--- config.mk ---
export PLATFORM = sky130hd
export DESIGN_NAME = spi_slave_param_flat
export DESIGN_NICKNAME = d
export VERILOG_FILES = /design/src/rtl/spi_slave_param_if.sv /design/src/rtl/spi_slave_param.sv /design/src/flat_wrapper.sv
export SDC_FILE = /design/constraint.sdc
export NUM_CORES = 1
export LEC_CHECK = 0
export ABC_AREA = 1
export BUFFER_PORTS_ARGS = -buffer_cell sky130_fd_sc_hd__buf_2
export CAP_MARGIN = 20
export CORE_ASPECT_RATIO = 1.25
export CORE_UTILIZATION = 44
export DETAILED_ROUTE_END_ITERATION = 8
export GPL_ROUTABILITY_DRIVEN = 0
export HOLD_SLACK_MARGIN = 0.15
export PLACE_DENSITY = 0.68
export SYNTH_ARGS = -nofsm -noshare
export SYNTH_HDL_FRONTEND = slang
export SYNTH_SLANG_ARGS = --single-unit
--- constraint.sdc ---
create_clock -name clk -period 1.9 [get_ports clk]
set_input_delay 0.38 -clock clk [delete_from_list [all_inputs] [get_ports clk]]
set_output_delay 0.38 -clock clk [all_outputs]
set_load 0.05 [all_outputs]
--- src/rtl/spi_slave_param_if.sv ---
// Bus interface for spi_slave_param: SPI pins plus the RAM-side rx/tx handshake.
// The slave modport is the DUT view; master is the driver/RAM view.
interface spi_slave_param_if #(
  parameter int DATA_W = 8
);
  localparam int FRAME_W = DATA_W + 2;

  logic               SS_n;
  logic               MOSI;
  logic               MISO;
  logic [FRAME_W-1:0] rx_data;
  logic               rx_valid;
  logic [DATA_W-1:0]  tx_data;
  logic               tx_valid;
  logic               busy;
  logic               frame_abort;
  logic               parity_err;

  modport slave (
    input  SS_n, MOSI, tx_data, tx_valid,
    output MISO, rx_data, rx_valid, busy, frame_abort, parity_err
  );

  modport master (
    output SS_n, MOSI, tx_data, tx_valid,
    input  MISO, rx_data, rx_valid, busy, frame_abort, parity_err
  );
endinterface

--- src/rtl/spi_slave_param.sv ---
// Parametrised SPI slave: deserialises {cmd, payload} frames for the RAM and serialises read data.
// Optional even-parity frame bit is enabled by defining SPI_PARITY_EN.
module spi_slave_param #(
  parameter int DATA_W       = 8,
  parameter int TX_LSB_FIRST = 0
) (
  input  logic            clk,
  input  logic            rst,
  spi_slave_param_if.slave s
);
  localparam int FRAME_W = DATA_W + 2;
`ifdef SPI_PARITY_EN
  localparam int FRAME_LEN = FRAME_W + 1;
`else
  localparam int FRAME_LEN = FRAME_W;
`endif
  localparam int CNT_W = $clog2(FRAME_W + 2);
  localparam int TXC_W = $clog2(DATA_W + 1);
  localparam logic [CNT_W-1:0] CNT_FULL = CNT_W'(FRAME_LEN);
  localparam logic [TXC_W-1:0] TX_BITS  = TXC_W'(DATA_W);

  typedef enum logic [2:0] {IDLE, CHK_CMD, WRITE, READ_ADD, READ_DATA} state_t;

  state_t               state, state_next;
  logic [FRAME_LEN-1:0] shifter;
  logic [CNT_W-1:0]     bit_cnt;
  logic                 frame_done;   // frame length reached and already reported this SS_n window
  logic                 rx_ok;        // current frame delivered with rx_valid
  logic                 rd_addr_done;
  logic [DATA_W-1:0]    tx_sreg;
  logic [TXC_W-1:0]     tx_left;
  logic                 tx_taken;

  logic               miso_q, rx_valid_q, frame_abort_q, parity_err_q;
  logic [FRAME_W-1:0] rx_data_q;

  logic               frame_full, shift_en, complete, abort_evt, parity_ok;
  logic [FRAME_W-1:0] rx_frame;
  logic               tx_bit;
  logic [DATA_W-1:0]  tx_shifted;

  assign frame_full = (bit_cnt == CNT_FULL);

`ifdef SPI_PARITY_EN
  assign parity_ok = ~^shifter;
  assign rx_frame  = shifter[FRAME_LEN-1:1];
`else
  assign parity_ok = 1'b1;
  assign rx_frame  = shifter;
`endif

  // NOTE: every signal driven here gets a default first so no path can infer a latch.
  always_comb begin
    state_next = state;
    shift_en   = 1'b0;
    complete   = 1'b0;
    abort_evt  = 1'b0;
    case (state)
      IDLE: if (!s.SS_n) state_next = CHK_CMD;
      CHK_CMD: begin
        if (s.SS_n) begin
          state_next = IDLE;
        end else begin
          shift_en = 1'b1;
          if (!s.MOSI)          state_next = WRITE;
          else if (rd_addr_done) state_next = READ_DATA;
          else                   state_next = READ_ADD;
        end
      end
      default: begin
        if (frame_full && !frame_done) complete  = 1'b1;
        else if (s.SS_n && !frame_full) abort_evt = 1'b1;
        else if (!s.SS_n && !frame_full) shift_en = 1'b1;
        if (s.SS_n) state_next = IDLE;
      end
    endcase
  end

  always_comb begin
    if (TX_LSB_FIRST != 0) begin
      tx_bit     = tx_sreg[0];
      tx_shifted = tx_sreg >> 1;
    end else begin
      tx_bit     = tx_sreg[DATA_W-1];
      tx_shifted = tx_sreg << 1;
    end
  end

  // NOTE: sequential state uses non-blocking assignments so every flop samples pre-edge values.
  always_ff @(posedge clk) begin
    if (rst) begin
      state         <= IDLE;
      shifter       <= '0;
      bit_cnt       <= '0;
      frame_done    <= 1'b0;
      rx_ok         <= 1'b0;
      rd_addr_done  <= 1'b0;
      tx_sreg       <= '0;
      tx_left       <= '0;
      tx_taken      <= 1'b0;
      miso_q        <= 1'b0;
      rx_valid_q    <= 1'b0;
      frame_abort_q <= 1'b0;
      parity_err_q  <= 1'b0;
      rx_data_q     <= '0;
    end else begin
      state         <= state_next;
      rx_valid_q    <= 1'b0;
      frame_abort_q <= 1'b0;
      parity_err_q  <= 1'b0;

      if (shift_en) begin
        shifter <= {shifter[FRAME_LEN-2:0], s.MOSI};
        bit_cnt <= bit_cnt + 1'b1;
      end

      if (complete) begin
        frame_done <= 1'b1;
        if (parity_ok) begin
          rx_data_q  <= rx_frame;
          rx_valid_q <= 1'b1;
          rx_ok      <= 1'b1;
          if (state == READ_ADD)       rd_addr_done <= 1'b1;
          else if (state == READ_DATA) rd_addr_done <= 1'b0;
        end else begin
          parity_err_q <= 1'b1;
        end
      end

      if (abort_evt) frame_abort_q <= 1'b1;

      // Leaving the SS_n window drops any partial frame.
      if (state_next == IDLE) begin
        shifter    <= '0;
        bit_cnt    <= '0;
        frame_done <= 1'b0;
        rx_ok      <= 1'b0;
      end

      if (s.SS_n) begin
        miso_q   <= 1'b0;
        tx_left  <= '0;
        tx_taken <= 1'b0;
      end else if (tx_left != '0) begin
        miso_q  <= tx_bit;
        tx_sreg <= tx_shifted;
        tx_left <= tx_left - 1'b1;
      end else begin
        miso_q <= 1'b0;
        // One read return per READ_DATA frame, never in the rx_valid cycle itself.
        if (state == READ_DATA && rx_ok && !rx_valid_q && !tx_taken && s.tx_valid) begin
          tx_sreg  <= s.tx_data;
          tx_left  <= TX_BITS;
          tx_taken <= 1'b1;
        end
      end
    end
  end

  assign s.MISO        = miso_q;
  assign s.rx_data     = rx_data_q;
  assign s.rx_valid    = rx_valid_q;
  assign s.frame_abort = frame_abort_q;
  assign s.parity_err  = parity_err_q;
  assign s.busy        = (state != IDLE);

endmodule
--- src/flat_wrapper.sv ---
// flat-port wrapper written by rule: the top's interface ports become plain ports
module spi_slave_param_flat 
#(
  parameter int DATA_W       = 8,
  parameter int TX_LSB_FIRST = 0
)
  (clk, rst, s_SS_n, s_MOSI, s_tx_data, s_tx_valid, s_MISO, s_rx_data, s_rx_valid, s_busy, s_frame_abort, s_parity_err);
  spi_slave_param_if #(.DATA_W(DATA_W)) s_i ();
  input  logic clk;
  input  logic rst;
  input wire logic [$bits(s_i.SS_n)-1:0] s_SS_n;
  input wire logic [$bits(s_i.MOSI)-1:0] s_MOSI;
  input wire logic [$bits(s_i.tx_data)-1:0] s_tx_data;
  input wire logic [$bits(s_i.tx_valid)-1:0] s_tx_valid;
  output wire logic [$bits(s_i.MISO)-1:0] s_MISO;
  output wire logic [$bits(s_i.rx_data)-1:0] s_rx_data;
  output wire logic [$bits(s_i.rx_valid)-1:0] s_rx_valid;
  output wire logic [$bits(s_i.busy)-1:0] s_busy;
  output wire logic [$bits(s_i.frame_abort)-1:0] s_frame_abort;
  output wire logic [$bits(s_i.parity_err)-1:0] s_parity_err;
  assign s_i.SS_n = s_SS_n;
  assign s_i.MOSI = s_MOSI;
  assign s_i.tx_data = s_tx_data;
  assign s_i.tx_valid = s_tx_valid;
  assign s_MISO = s_i.MISO;
  assign s_rx_data = s_i.rx_data;
  assign s_rx_valid = s_i.rx_valid;
  assign s_busy = s_i.busy;
  assign s_frame_abort = s_i.frame_abort;
  assign s_parity_err = s_i.parity_err;
  spi_slave_param #(.DATA_W(DATA_W), .TX_LSB_FIRST(TX_LSB_FIRST)) u_core (.clk(clk), .rst(rst), .s(s_i));
endmodule
# Word level (Yosys, flattened, before mapping)
# Cells that the tools add are included.
[word_totals] reg_bits=45 inputBits=13 out_inout_bits=15 elab_cells=69
[classes] addsub=2 n_eq_ne=4 n_mux=24 bitwise_logic=2 reduce_logical=25
[ops] operator="8-bit two-way mux" n=2
[ops] operator="3-bit two-way mux" n=5
[ops] operator="1-bit two-way mux" n=13
[ops] operator="4-bit two-way mux" n=2
[ops] operator="1-bit logical AND" n=7
[ops] operator="3-bit zero test" n=2
[ops] operator="3-bit case mux with 2 select lines" n=1
[ops] operator="2-bit AND reduction" n=3
[ops] operator="2-bit OR reduction" n=3
[ops] operator="1-bit zero test" n=5
[ops] operator="4-bit by 1-bit adder with 4-bit output, second input constant" n=1
[ops] operator="4-bit == test, second input constant" n=1
[ops] operator="2-bit nonzero test" n=2
[ops] operator="4-bit nonzero test" n=1
[ops] operator="4-bit by 1-bit subtractor with 4-bit output, second input constant" n=1
[ops] operator="3-bit by 1-bit == test with 1-bit output, second input constant" n=1
[ops] operator="3-bit by 2-bit == test with 1-bit output, second input constant" n=1
[ops] operator="3-bit == test, second input constant" n=1
[ops] operator="3-bit nonzero test" n=1
[ops] operator="3-bit OR reduction" n=1
[ops] operator="1-bit inverter" n=2
[ops] operator="1-bit case mux with 2 select lines" n=1

# Longest topological paths before layout
# Gate-level depths: netlist of the first run.
[logic_depth] depth_word=7 mapped_depth=10 ltp_nobuf=9

# Least setup slack after synthesis of the first run
# OpenSTA, ideal clock, no wires.
[synth_timing] kind="register to register" startpoint="register u_core.state[1]" endpoint="register u_core.bit_cnt[0]" arrival_ns=1.392 t_required_ns=1.784 path_slack_ns=0.392 stages_incl_launch_ff=8 path_buffers=1 period_less_slack_ns=1.508 cell_sequence="dfxtp_1 -> nor2_2 -> nand2_1 -> nand3_4 -> inv_2 -> buf_6 -> nor2_1 -> nor2_1"
[synth_between] elab_chain_len=4 elab_cells_between_ends=8 cone_classes="eq/ne: 1; mux: 4; reduce/logical: 3"
[synth_lines] element="from (decl)" line_no="spi_slave_param.sv:24" text="state_t state, state_next;"
[synth_lines] element="from (signal assigned)" line_no="spi_slave_param.sv:107" text="state <= state_next;"
[synth_lines] element="3-bit by 1-bit == test with 1-bit output (tied with other cells)" line_no="spi_slave_param.sv:58" text="case (state)"
[synth_lines] element="3-bit case mux with 2 select lines" line_no="spi_slave_param.sv:58"
[synth_lines] element="3-bit zero test" line_no="spi_slave_param.sv:133" text="if (state_next == IDLE) begin"
[synth_lines] element="2-bit OR reduction (no source line)"
[synth_lines] element="to (signal assigned)" line_no="spi_slave_param.sv:114" text="bit_cnt <= bit_cnt + 1'b1;"
[synth_lines] element="to (decl)" line_no="spi_slave_param.sv:26" text="logic [CNT_W-1:0] bit_cnt;"
# Several ways; a longest one is shown, not always the timed one.
# A chain may end at the register's enable or synchronous reset.

# Worst setup path in the final report of the first run
[layout_timing] startpoint="register u_core.state[1]" endpoint="output port s_busy"
[layout_between] elab_chain_len=1
[layout_lines] element="3-bit nonzero test" line_no="spi_slave_param.sv:165" text="assign s.busy = (state != IDLE);"
[layout_lines] element="to (decl)" line_no="flat_wrapper.sv:18" text="output wire logic [$bits(s_i.busy)-1:0] s_busy;"
# No other way between the ends.

==> results by group, run 1 <==
Route
  • 1st-iter DRT viols: around 120
  • DRC viols: 0
  • Routed WL: 3740 um
  • TritonRoute pass-1 iters: 4
  • Via count: 1626
  • Post-route ant nets: 0
  • Vias per cell: 4.75
  • Routed len/inst: 10.9 um

Clock network
  • Clk sink count: 45
  • Max clock buf depth: 2
  • Post-cts resize count: 0
  • Setup Buffers After CTS: 0
  • CTS root buffer: clkbuf_8
  • TritonCTS clock tree: done
  • H-tree Lvls: 2
  • Cts hold-fix bufs: 0
  • Clk slew on worst S/H paths: ~0.080 ns
  • Worst skew pair latency: 0.31 ns
  • TritonCTS Buffers: 5

Worst setup path
  • CP Capture Type: output port
  • Setup CP Type: register to output port
  • Startpoint types: register
  • Worst reg2reg endpoint: u_core.bit_cnt[2]
  • Reg-to-Reg Start: u_core.bit_cnt[0]
  • Max Fanout on Critical Path: 4
  • Worst endpoint required time: 1.52 ns
  • Crit path DAT: 1.23 ns
  • R2R setup slack: 0.33 ns
  • Worst R2R Path Depth: 9

Power
  • Internal Power: about 0.0014 W
  • Pwr/cell area: 808 nW/um^2
  • Peak supply drop: 0.491 mV
  • Clock share of power: 40.7%
  • Switching share of total power: 22.6%
  • Total power: 0.00177 W
  • Comb pwr share: 5.7%
  • Sequential share of power: 53.6%
  • Sw Pwr: ~0.00040 W
  • LEAKAGE: 0.925 nW

Synth
  • Sequential area share after synthesis: 46.9%
  • Main combinational cell family by area after synthesis: simple AND/OR/NAND/NOR gates
  • Post-Syn Area: 1920 sq um
  • Adder-cell share of the synthesized area: about 1.3%
  • Cells after Synth: 259
  • Mux contribution to synthesized area: 0%
  • Compound-Gate Fraction of Synth Area: a little under an eighth
  • Avg Inst Size Synth: 7.42 sq um
  • #FFs+latches synth: 45
  • Ys Warns: 0
  • Unique masters post-synth: 28
  • Simple-Gate Fraction of Synth Area: 30.9%
  • Net count after synthesis: 274
  • XOR/XNOR share of the synthesized area: 0.912%

GRT
  • Vias in the first global route: approximately 1300
  • Largest net degree at the start of global routing: 20
  • First-pass GRT wire length: around 6100 um
  • Total gr overflow: 0
  • Gr usage total: between 15 and 20%
  • Initial antenna violation count: 0

Cells and area
  • Fill cell count: 428
  • Fin cells: 342
  • Antenna cells: 0
  • Commonest non-fill, non-tap cell in the layout: nand2_1
  • Area grow syn2layout: 14.1%
  • Ratio of cells with drive above 1 in the final layout: about 17%
  • Most frequent cells in the layout: 74 x nand2_1, 45 x dfxtp_1, 38 x a21oi_1
  • Total Nets Final: 300

Hold path
  • Hold path cells: 3
  • Worst hold start: s_tx_data[0]
  • WHS Endpoint: u_core.tx_sreg[0]
  • Worst min path class: primary input to register

Timing
  • Final Critical Period: 1.61 ns
  • Setup_tns: 0 ns
  • Fin. Hold Viols: 0
  • Setup violators final: 0
  • Clk_skew: 0.0116 ns
  • Fin crit share: 84.9%
  • Slew Limit Fails: 0
  • RSZ-0062 raised after global routing: false
  • Fmax achieved: 0.620 GHz

Placement
  • Dpl hpwl: ~2700 um
  • Port bufs: 26
  • DP Cell Count: ~330

Run
  • Max_cap viols: 0

Status
  • Status: completed

Floorplan
  • Die Height: 75.9 um
  • Initial Utilization: 46.5%
  • FP Rows: 26
  • Die area: approximately 4600 sq um
  • Core Region: 4130 sq um
  • Io pins: 28
  • Die Wd: between 60 and 70 um
==> logic make-up (layout without fill, tap and decap cells) <==
logic type,after synthesis,count (layout)
fa+ha+maj,2,2
simple gates,131,131
compound gates,43,43
buf+inv,35,62
flops,45,45
xor+xnor,2,2
other cells,1,1
==> per-stage QoR <==
| step | instance area, sq um | hold WS (ns) | setup slack [ns] | utilization [%] |
|---|---|---|---|---|
| after floorplan | 1920 | 0.408 | 0.392 | - |
| final | 2190 | 0.310 | 0.287 | 53.0 |
| after global placement | 2080 | 0.421 | 0.403 | 50.3 |
| after detailed placement | 2080 | 0.417 | 0.340 | 50.3 |
| after CTS | 2190 | 0.302 | 0.278 | 53.0 |
| after global routing | 2190 | 0.318 | 0.133 | 53.0 |
==> synth_stat cells <==
cell type | count | area [sq um]
inv_1 | 20 | 75.1
buf_2 | 3 | 15.0
clkinv_1 | 2 | 7.51
buf_6 | 2 | 22.5
nor3_1 | 1 | 5.00
nand2_2 | 1 | 6.26
conb_1 | 1 | 3.75
buf_4 | 2 | 15.0
clkbuf_1 | 3 | 11.3
nor3_2 | 1 | 10.0
nand3_4 | 1 | 17.5
ha_1 | 2 | 25.0
nand3b_1 | 1 | 7.51
nand3_1 | 29 | 145
inv_2 | 2 | 7.51
o21ai_0 | 4 | 20.0
nor2_1 | 16 | 60.1
clkinv_4 | 1 | 8.76
nand4_1 | 1 | 6.26
nand2_4 | 2 | 22.5
nor2_2 | 2 | 12.5
xnor2_1 | 1 | 8.76
a211oi_1 | 1 | 7.51
dfxtp_1 | 45 | 901
nand2_1 | 74 | 278
a21oi_1 | 38 | 190
nor2_4 | 2 | 22.5
xor2_1 | 1 | 8.76
==> power by group through the flow <==
stage | Combinational (W) | Clock, W | Sequential (W)
3_5_place_dp | 0.000100 | 0 | 0.000971
6_report | 0.000101 | 0.000721 | 0.000949
3_3_place_gp | 0.000101 | 0 | 0.000971
5_1_grt | 0.000111 | 0.000774 | 0.000950
2_1_floorplan | 0.0000707 | 0 | 0.000973
4_1_cts | 0.000101 | 0.000736 | 0.000949
==> flip-flops by register name, summed over array words and instances, names as in the netlist <==
name and cells:
u_core.rd_addr_done 1, u_core.s.rx_data 10, u_core.tx_sreg 8, u_core.tx_left 4
u_core.s.rx_valid 1, u_core.bit_cnt 4, u_core.s.frame_abort 1, u_core.tx_taken 1
u_core.frame_done 1, u_core.s.MISO 1, u_core.rx_frame 10, u_core.state 3
==> area by class of cell <==
class | instances | area (sq um) | share of cell area (%)
repair buffers | 29 | 153 | 6.97
flip-flops and latches | 45 | 901 | 41.1
multi-input cells | 179 | 857 | 39.1
clock buffers | 6 | 72.6 | 3.31
inverters | 25 | 98.8 | 4.51
well taps | 56 | 70.1 | 3.20
clock inverters | 2 | 38.8 | 1.77
==> critical path: stages, from the launching register on <==
cell and delay, ns:
dfxtp_1 0.40, nor2_2 0.08, nand2_1 0.16, buf_2 0.30
==> worst max path at each step <==
stage | startpoint | to | slack (ns) | depth (start not counted)
finish | u_core.state[1] | s_busy | 0.29 | 3
global route | u_core.bit_cnt[0] | u_core.rx_frame[7] | 0.13 | 9
CTS | u_core.state[1] | s_busy | 0.28 | 3
detailed placement | u_core.bit_cnt[0] | u_core.rx_frame[7] | 0.34 | 9
global placement | u_core.bit_cnt[0] | u_core.rx_frame[6] | 0.40 | 9
floorplan | u_core.state[1] | u_core.bit_cnt[0] | 0.39 | 7
==> routing by layer <==
metal  vias up  routed length (um)  global-route usage, %
met4         0                  63                   6.82
li1        878                   -                      -
met5         -                   0                      0
met2        32                1740                   28.0
met1       711                1800                   23.8
met3         5                 144                   4.58
(Power assumes the default switching activity.)
==> inputs of run 2 (changes only) <==
--- a/config.mk
+++ b/config.mk
@@ -5,7 +5,7 @@
 export SDC_FILE = /design/constraint.sdc
 export NUM_CORES = 1
 export LEC_CHECK = 0
-export ABC_AREA = 1
+export ABC_AREA = 0
 export BUFFER_PORTS_ARGS = -buffer_cell sky130_fd_sc_hd__buf_2
 export CAP_MARGIN = 20
 export CORE_ASPECT_RATIO = 1.25
==> constraint.sdc (replaced) <==
create_clock -name clk -period 1.7 [get_ports clk]
set_input_delay 0.34 -clock clk [delete_from_list [all_inputs] [get_ports clk]]
set_output_delay 0.34 -clock clk [all_outputs]
set_load 0.05 [all_outputs]
==> run 2 against run 1 <==
Final cell count down 13%. Global-route usage rose by 0.48 points. Combinational power rose by 11%. Power rose by 3.0%. Register-to-register slack lost 0.22 ns. Clock-buffer cell count decreased by 1. Setup slack got worse by 0.20 ns. Die area fell by 6.1%. Hold slack got worse by 0.072 ns. Synthesized area fell by 6.3%. Non-clock buffer count is 13 higher. Final area decreased by 1.0%.
==> results by group, run 2 <==
Status
  • Status: completed

Cells and area
  • Area grow syn2layout: 20.5%
  • Antenna cells: 0 (unchanged)
  • Total Nets Final: 256 (-15%)
  • Fill cell count: 388 (-9.3%)
  • Most frequent cells in the layout: 43 x dfxtp_1, 40 x nand2_1, 32 x nor2_1
  • Ratio of cells with drive above 1 in the final layout: 24.8% (+8.0 points)
  • Commonest non-fill, non-tap cell in the layout: dfxtp_1

GRT
  • Initial antenna violation count: 0 (unchanged)
  • M1 GR Usage: 21.3% (-2.5 points)
  • First-pass GRT wire length: 5940 um (-3.1%)
  • Met3 Use GR: 5.28% (+0.70 points)
  • Gr usage total: 18.5% (+0.48 points)
  • Largest net degree at the start of global routing: 21 (+5.0%)
  • Total gr overflow: 0 (unchanged)
  • Global routing's busiest layer: met2
  • Met2 GRT Util: 31.6% (+3.6 points)
  • Vias in the first global route: 1356 (+2.7%)

Clock network
  • TritonCTS Buffers: 5 (unchanged)
  • Clk slew on worst S/H paths: 0.08 ns (about the same)
  • Max clock buf depth: 2 (unchanged)
  • H-tree Lvls: 2 (unchanged)
  • Worst skew pair latency: 0.30 ns (about the same)
  • CTS root buffer: clkbuf_8
  • Cts hold-fix bufs: 0 (unchanged)
  • Clk sink count: 45 (unchanged)
  • TritonCTS clock tree: done

Floorplan
  • Core Region: 3850 sq um (-6.9%)
  • Initial Utilization: 46.8% (+0.28 points)
  • Die Height: 73.5 um (-3.1%)
  • Die Wd: 59.2 um (-3.1%)
  • Die area: 4350 sq um (-6.1%)
  • Io pins: 28 (unchanged)
  • FP Rows: 25 (-3.8%)

Timing
  • Clk_skew: 0.00715 ns (-0.00441 ns)
  • Setup violators final: 0 (unchanged)
  • Fmax achieved: 0.621 GHz
  • Slew Limit Fails: 0 (unchanged)
  • Setup_tns: 0 ns (unchanged)
  • Fin. Hold Viols: 0 (unchanged)
  • Hold WS: 0.237 ns (-0.0725 ns)
  • Fin crit share: between 90 and 100%
  • RSZ-0062 raised after global routing: false
  • Final Critical Period: 1.61 ns

Route
  • 1st-iter DRT viols: 68 (-45%)
  • Routed len/inst: 11.9 um (+8.8%)
  • Vias per cell: 5.02 (+5.6%)
  • TritonRoute pass-1 iters: 4 (unchanged)
  • Routed WL: 3520 um (-5.9%)
  • Post-route ant nets: 0 (unchanged)
  • DRC viols: 0 (unchanged)
  • Via count: 1486 (-8.6%)

Synth
  • Ys Warns: 0 (unchanged)
  • #FFs+latches synth: 45 (unchanged)
  • Avg Inst Size Synth: 8.86 sq um (+20%)
  • Top-area cell type share of the netlist area: 50.1% (+3.2 points)
  • Yosys top cell by area: dfxtp_1
  • Post-Syn Area: 1800 sq um (-6.3%)
  • Main flop type after synthesis: dfxtp_1
  • Net count after synthesis: 218 (-20%)
  • Unique masters post-synth: 38 (+36%)
  • Dominant cell by count in the synthesized netlist: dfxtp_1
  • Synth area leaders: dfxtp_1 50%, nand2_1 8.3%, nor2_1 6.7%
  • Sequential area share after synthesis: 50.1% (+3.2 points)
  • Number of synthesized flops with an enable pin: 0 (unchanged)
  • Commonest cells in the netlist: 45 x dfxtp_1, 40 x nand2_1, 32 x nor2_1
  • Asr flop ratio synth: 0% (unchanged)
  • Cells after Synth: 203 (-22%)

Run
  • Max_cap viols: 0 (unchanged)

Worst setup path
  • CP Capture Type: output port
  • Worst endpoint required time: 1.36 ns (-0.16 ns)
  • Crit path DAT: 1.27 ns (+0.04 ns)
  • Startpoint types: register
  • Max Fanout on Critical Path: 7 (+3)
  • Setup CP Type: register to output port

Power
  • Peak supply drop: 0.436 mV (-11%)
  • Pwr/cell area: 842 nW/um^2 (+4.1%)
  • LEAKAGE: 0.835 nW (-9.8%)

Placement
  • Port bufs: 26 (unchanged)
  • Dpl hpwl: 2490 um (-7.0%)

Hold path
  • Worst min path class: primary input to register
[run 2: cell count changes in the layout (fill, tap and decap cells not counted), moves of 10 or more]
cell     delta
nand2_1    -34
nand3_1    -28
a21oi_1    -23
inv_1      -16
nor2_1     +16
buf_4      +13
mux2i_1    +10
[run 2: cell type report]
class | count | area, sq um | share of cell area (%)
Inverter | 4 | 15.0 | 0.692
Multi-Input combinational cell | 143 | 831 | 38.3
Clock buffer | 5 | 68.8 | 3.17
Clock inverter | 3 | 17.5 | 0.808
Sequential cell | 45 | 903 | 41.7
Timing Repair Buffer | 42 | 265 | 12.2
Tap cell | 54 | 67.6 | 3.12
[run 2: final timing paths]
path | start | end | slack [ns] | depth (start not counted)
max | u_core.state[1] | s_busy | 0.09 | 2
min reg2reg | u_core.s.rx_data[4] | u_core.s.rx_data[4] | 0.45 | 2
min | rst | u_core.rd_addr_done | 0.24 | 2
max reg2reg | u_core.state[1] | u_core.tx_sreg[7] | 0.11 | 5
[run 2: kinds of logic after synthesis]
kind of cell,Yosys count,synth area share (%)
and+or+nand+nor,94,25.0
DFF,45,50.1
adders and majority gates,2,1.39
other,1,0.208
muxes,10,5.56
AOI/OAI and AO/OA,34,12.4
xor gates and xnor gates,2,0.974
buffers and inverters,15,4.31
[run 2: stage by stage]
stage | util [%] | worst slack [ns] | cells | total power [W] | instance area (sq um)
finish | 56.4 | 0.0885 | 296 | 0.00183 | 2170
detailed placement | 53.9 | 0.0496 | 288 | 0.00120 | 2070
CTS | 56.1 | 0.0217 | 296 | 0.00185 | 2160
global route | 56.4 | 0.0117 | 296 | 0.00191 | 2170
floorplan | - | 0.0320 | 203 | 0.00116 | 1810
global placement | 53.9 | 0.0887 | 288 | 0.00120 | 2070
[run 2: per-layer routing]
metal  share of wire, %  vias up
li1                   -      768
met1                 47      683
met2                 48       30
met3                3.7        5
met4                1.4        0
met5                  0        -
[run 2: critical path: stages (launching register included)]
cell     delay (ns)
dfxtp_2        0.36
or3_4          0.41
buf_4          0.20
[run 2: power by group]
group | internal [W] | switching [W] | leakage, nW
Combinational | 0.0000459 | 0.0000663 | 0.427
Clock | 0.000284 | 0.000360 | 0.0439
Sequential | 0.00106 | 0.00000874 | 0.364
[run 2: timing repair]
item | CTS | global route
hold endpoints to repair | 0 | 0
gates resized for setup | 0 | 4
buffers inserted | 0 | 0
setup endpoints to repair | 0 | 14
==> inputs of run 3 (changes only) <==
--- a/config.mk
+++ b/config.mk
@@ -8,11 +8,13 @@
 export ABC_AREA = 0
 export BUFFER_PORTS_ARGS = -buffer_cell sky130_fd_sc_hd__buf_2
 export CAP_MARGIN = 20
-export CORE_ASPECT_RATIO = 1.25
+export CORE_ASPECT_RATIO = 0.9
 export CORE_UTILIZATION = 44
+export CTS_CLUSTER_SIZE = 25
 export DETAILED_ROUTE_END_ITERATION = 8
 export GPL_ROUTABILITY_DRIVEN = 0
 export HOLD_SLACK_MARGIN = 0.15
+export MAX_ROUTING_LAYER = met4
 export PLACE_DENSITY = 0.68
 export SYNTH_ARGS = -nofsm -noshare
 export SYNTH_HDL_FRONTEND = slang
==> run 3 against run 2 <==
Die area about the same. Critical path depth unchanged. Wire length decreased by 4.8%. Final area decreased by 0.29%.
==> results by group, run 3 (synthesized netlist as in run 2, its figures left out) <==
Status
  • Status: completed

Timing
  • Clk_skew: 0.00999 ns (+0.00284 ns)
  • Fin crit share: 95.3% (+0.54 points)
  • Setup violators final: 0 (unchanged)
  • Final worst setup slack: 0.0793 ns (-0.00915 ns)
  • Fmax achieved: 0.617 GHz (-0.56%)
  • RSZ-0062 raised after global routing: true
  • Final Critical Period: 1.62 ns (+0.00915 ns)
  • Fin. Hold Viols: 0 (unchanged)
  • Slew Limit Fails: 0 (unchanged)

Placement
  • Port bufs: 26 (unchanged)
  • DP Cell Count: 279 (-3.1%)
  • Post-placement setup slack: -0.0251 ns (-0.0746 ns)
  • Dpl hpwl: 2480 um (-0.28%)

Clock network
  • Worst skew pair latency: 0.29 ns (about the same)
  • CTS root buffer: clkbuf_8
  • TritonCTS clock tree: done
  • Max clock buf depth: 2 (unchanged)
  • H-tree Lvls: 2 (unchanged)
  • Clk slew on worst S/H paths: 0.09 ns (about the same)
  • Clk sink count: 45 (unchanged)
  • TritonCTS Buffers: 5 (unchanged)

Cells and area
  • Fin cells: 287 (-3.0%)
  • Total Nets Final: 255 (-0.39%)
  • Commonest non-fill, non-tap cell in the layout: dfxtp_1
  • Antenna cells: 0 (unchanged)
  • Ratio of cells with drive above 1 in the final layout: 24.9% (+0.10 points)
  • Most frequent cells in the layout: 43 x dfxtp_1, 40 x nand2_1, 32 x nor2_1
  • Area grow syn2layout: 20.2%

GRT
  • First-pass GRT wire length: 5780 um (-2.8%)
  • Vias in the first global route: 1306 (-3.7%)
  • Gr usage total: 17.0% (-1.4 points)
  • Initial antenna violation count: 0 (unchanged)
  • Largest net degree at the start of global routing: 17 (-19%)
  • Total gr overflow: 0 (unchanged)

Power
  • Clock share of power: 35.9% (+0.6 points)
  • Internal Power: 0.00140 W (+0.74%)
  • Switching share of total power: 23.8% (about the same)
  • Sw Pwr: 0.000438 W (+0.71%)
  • Comb pwr share: 5.9% (-0.2 points)
  • Pwr/cell area: 850 nW/um^2 (+1.0%)
  • Sequential share of power: 58.1% (-0.5 points)
  • Peak supply drop: 0.472 mV (+8.2%)
  • LEAKAGE: 0.832 nW (-0.34%)

Route
  • Routed len/inst: 11.7 um (-1.8%)
  • Post-route ant nets: 0 (unchanged)
  • TritonRoute pass-1 iters: 4 (unchanged)
  • 1st-iter DRT viols: 73 (+7.4%)
  • Via count: 1462 (-1.6%)
  • Routed WL: 3360 um (-4.8%)
  • Vias per cell: 5.09 (+1.5%)
  • DRC viols: 0 (unchanged)

Run
  • Max_cap viols: 0 (unchanged)

Floorplan
  • Die Wd: 69.4 um (+17%)
  • Core Region: 3810 sq um (-0.98%)
  • Die area: 4350 sq um (about the same)
  • Initial Utilization: 47.2% (+0.46 points)
  • Die Height: 62.7 um (-15%)
  • FP Rows: 21 (-16%)
  • Io pins: 28 (unchanged)

Hold path
  • Worst min path class: primary input to register

Worst setup path
  • CP Capture Type: output port
  • Worst path slowest cell: or3_4
  • Startpoint types: register
  • Crit path DAT: 1.28 ns (about the same)
  • CP bufs+invs: 1 (unchanged)
  • Setup CP Type: register to output port
  • CP peak stage delay: 0.40 ns (about the same)
  • Top delay family on crit path: simple AND/OR/NAND/NOR gates
  • Worst endpoint required time: 1.36 ns (about the same)
  • CP cell instances: or3_4 -> buf_2
  • Max Fanout on Critical Path: 7 (unchanged)
## run 3: changes by cell type in the layout (fill, tap and decap cells not counted), sizes merged
| cell | change |
|---|---|
| inv | +1 |
| buf | -1 |
| clkinv | -1 |
## run 3: worst paths after layout
kind | from | to | slack (ns) | cells after the start
max | u_core.state[0] | s_busy | 0.08 | 2
min | s_tx_data[4] | u_core.tx_sreg[4] | 0.30 | 3
max reg2reg | u_core.state[1] | u_core.tx_sreg[5] | 0.09 | 5
min reg2reg | u_core.s.rx_data[6] | u_core.s.rx_data[6] | 0.45 | 2
## run 3: tightest hold or removal path: cells and delay by family
kind	cells	cell delay [ns]
AO/OA/AOI/OAI	1	0.07
buffers and inverters	1	0.09
AND/OR/NAND/NOR	1	0.05
## run 3: per-stage QoR
stage | power (W) | hold slack (ns) | cell area, sq um | TNS (ns) | util [%]
floorplan | 0.00116 | 0.419 | 1810 | 0 | -
global placement | 0.00120 | 0.440 | 2060 | 0 | 54.0
detailed placement | 0.00120 | 0.443 | 2060 | -0.0251 | 54.0
CTS | 0.00186 | 0.296 | 2150 | 0 | 56.4
global route | 0.00191 | 0.298 | 2160 | -0.0102 | 56.7
finish | 0.00184 | 0.299 | 2160 | 0 | 56.7
## run 3: cell type report
class | instances | area (sq um)
inverter | 4 | 15.0
clock buffer | 5 | 68.8
clock inverter | 3 | 25.0
tap | 46 | 57.6
multi-input combinational | 143 | 837
fill | 352 | 1650
sequential | 45 | 903
timing repair buffer | 41 | 255
## run 3: power groups by stage
stage,combinational [W],clock [W],sequential [W]
after floorplan,0.0000708,0,0.00109
after global placement,0.000108,0,0.00109
after detailed placement,0.000109,0,0.00109
after CTS,0.000110,0.000686,0.00107
after global routing,0.000118,0.000721,0.00107
final,0.000109,0.000661,0.00107
## run 3: repair_timing
action                                  in CTS  in global routing
endpoints found under the setup margin       0                 12
gates resized for setup                      0                  3
setup buffers                                0                  0
hold buffers                                 0                  0
## run 3: metal layers
layer / vias to the layer above / GRT usage (%) / part of all wire (%)
met5: - / - / 0
met4: 0 / 6.12 / 1.2
met3: 5 / 4.03 / 3.5
met2: 23 / 26.2 / 44
met1: 665 / 21.9 / 51
li1: 769 / - / -
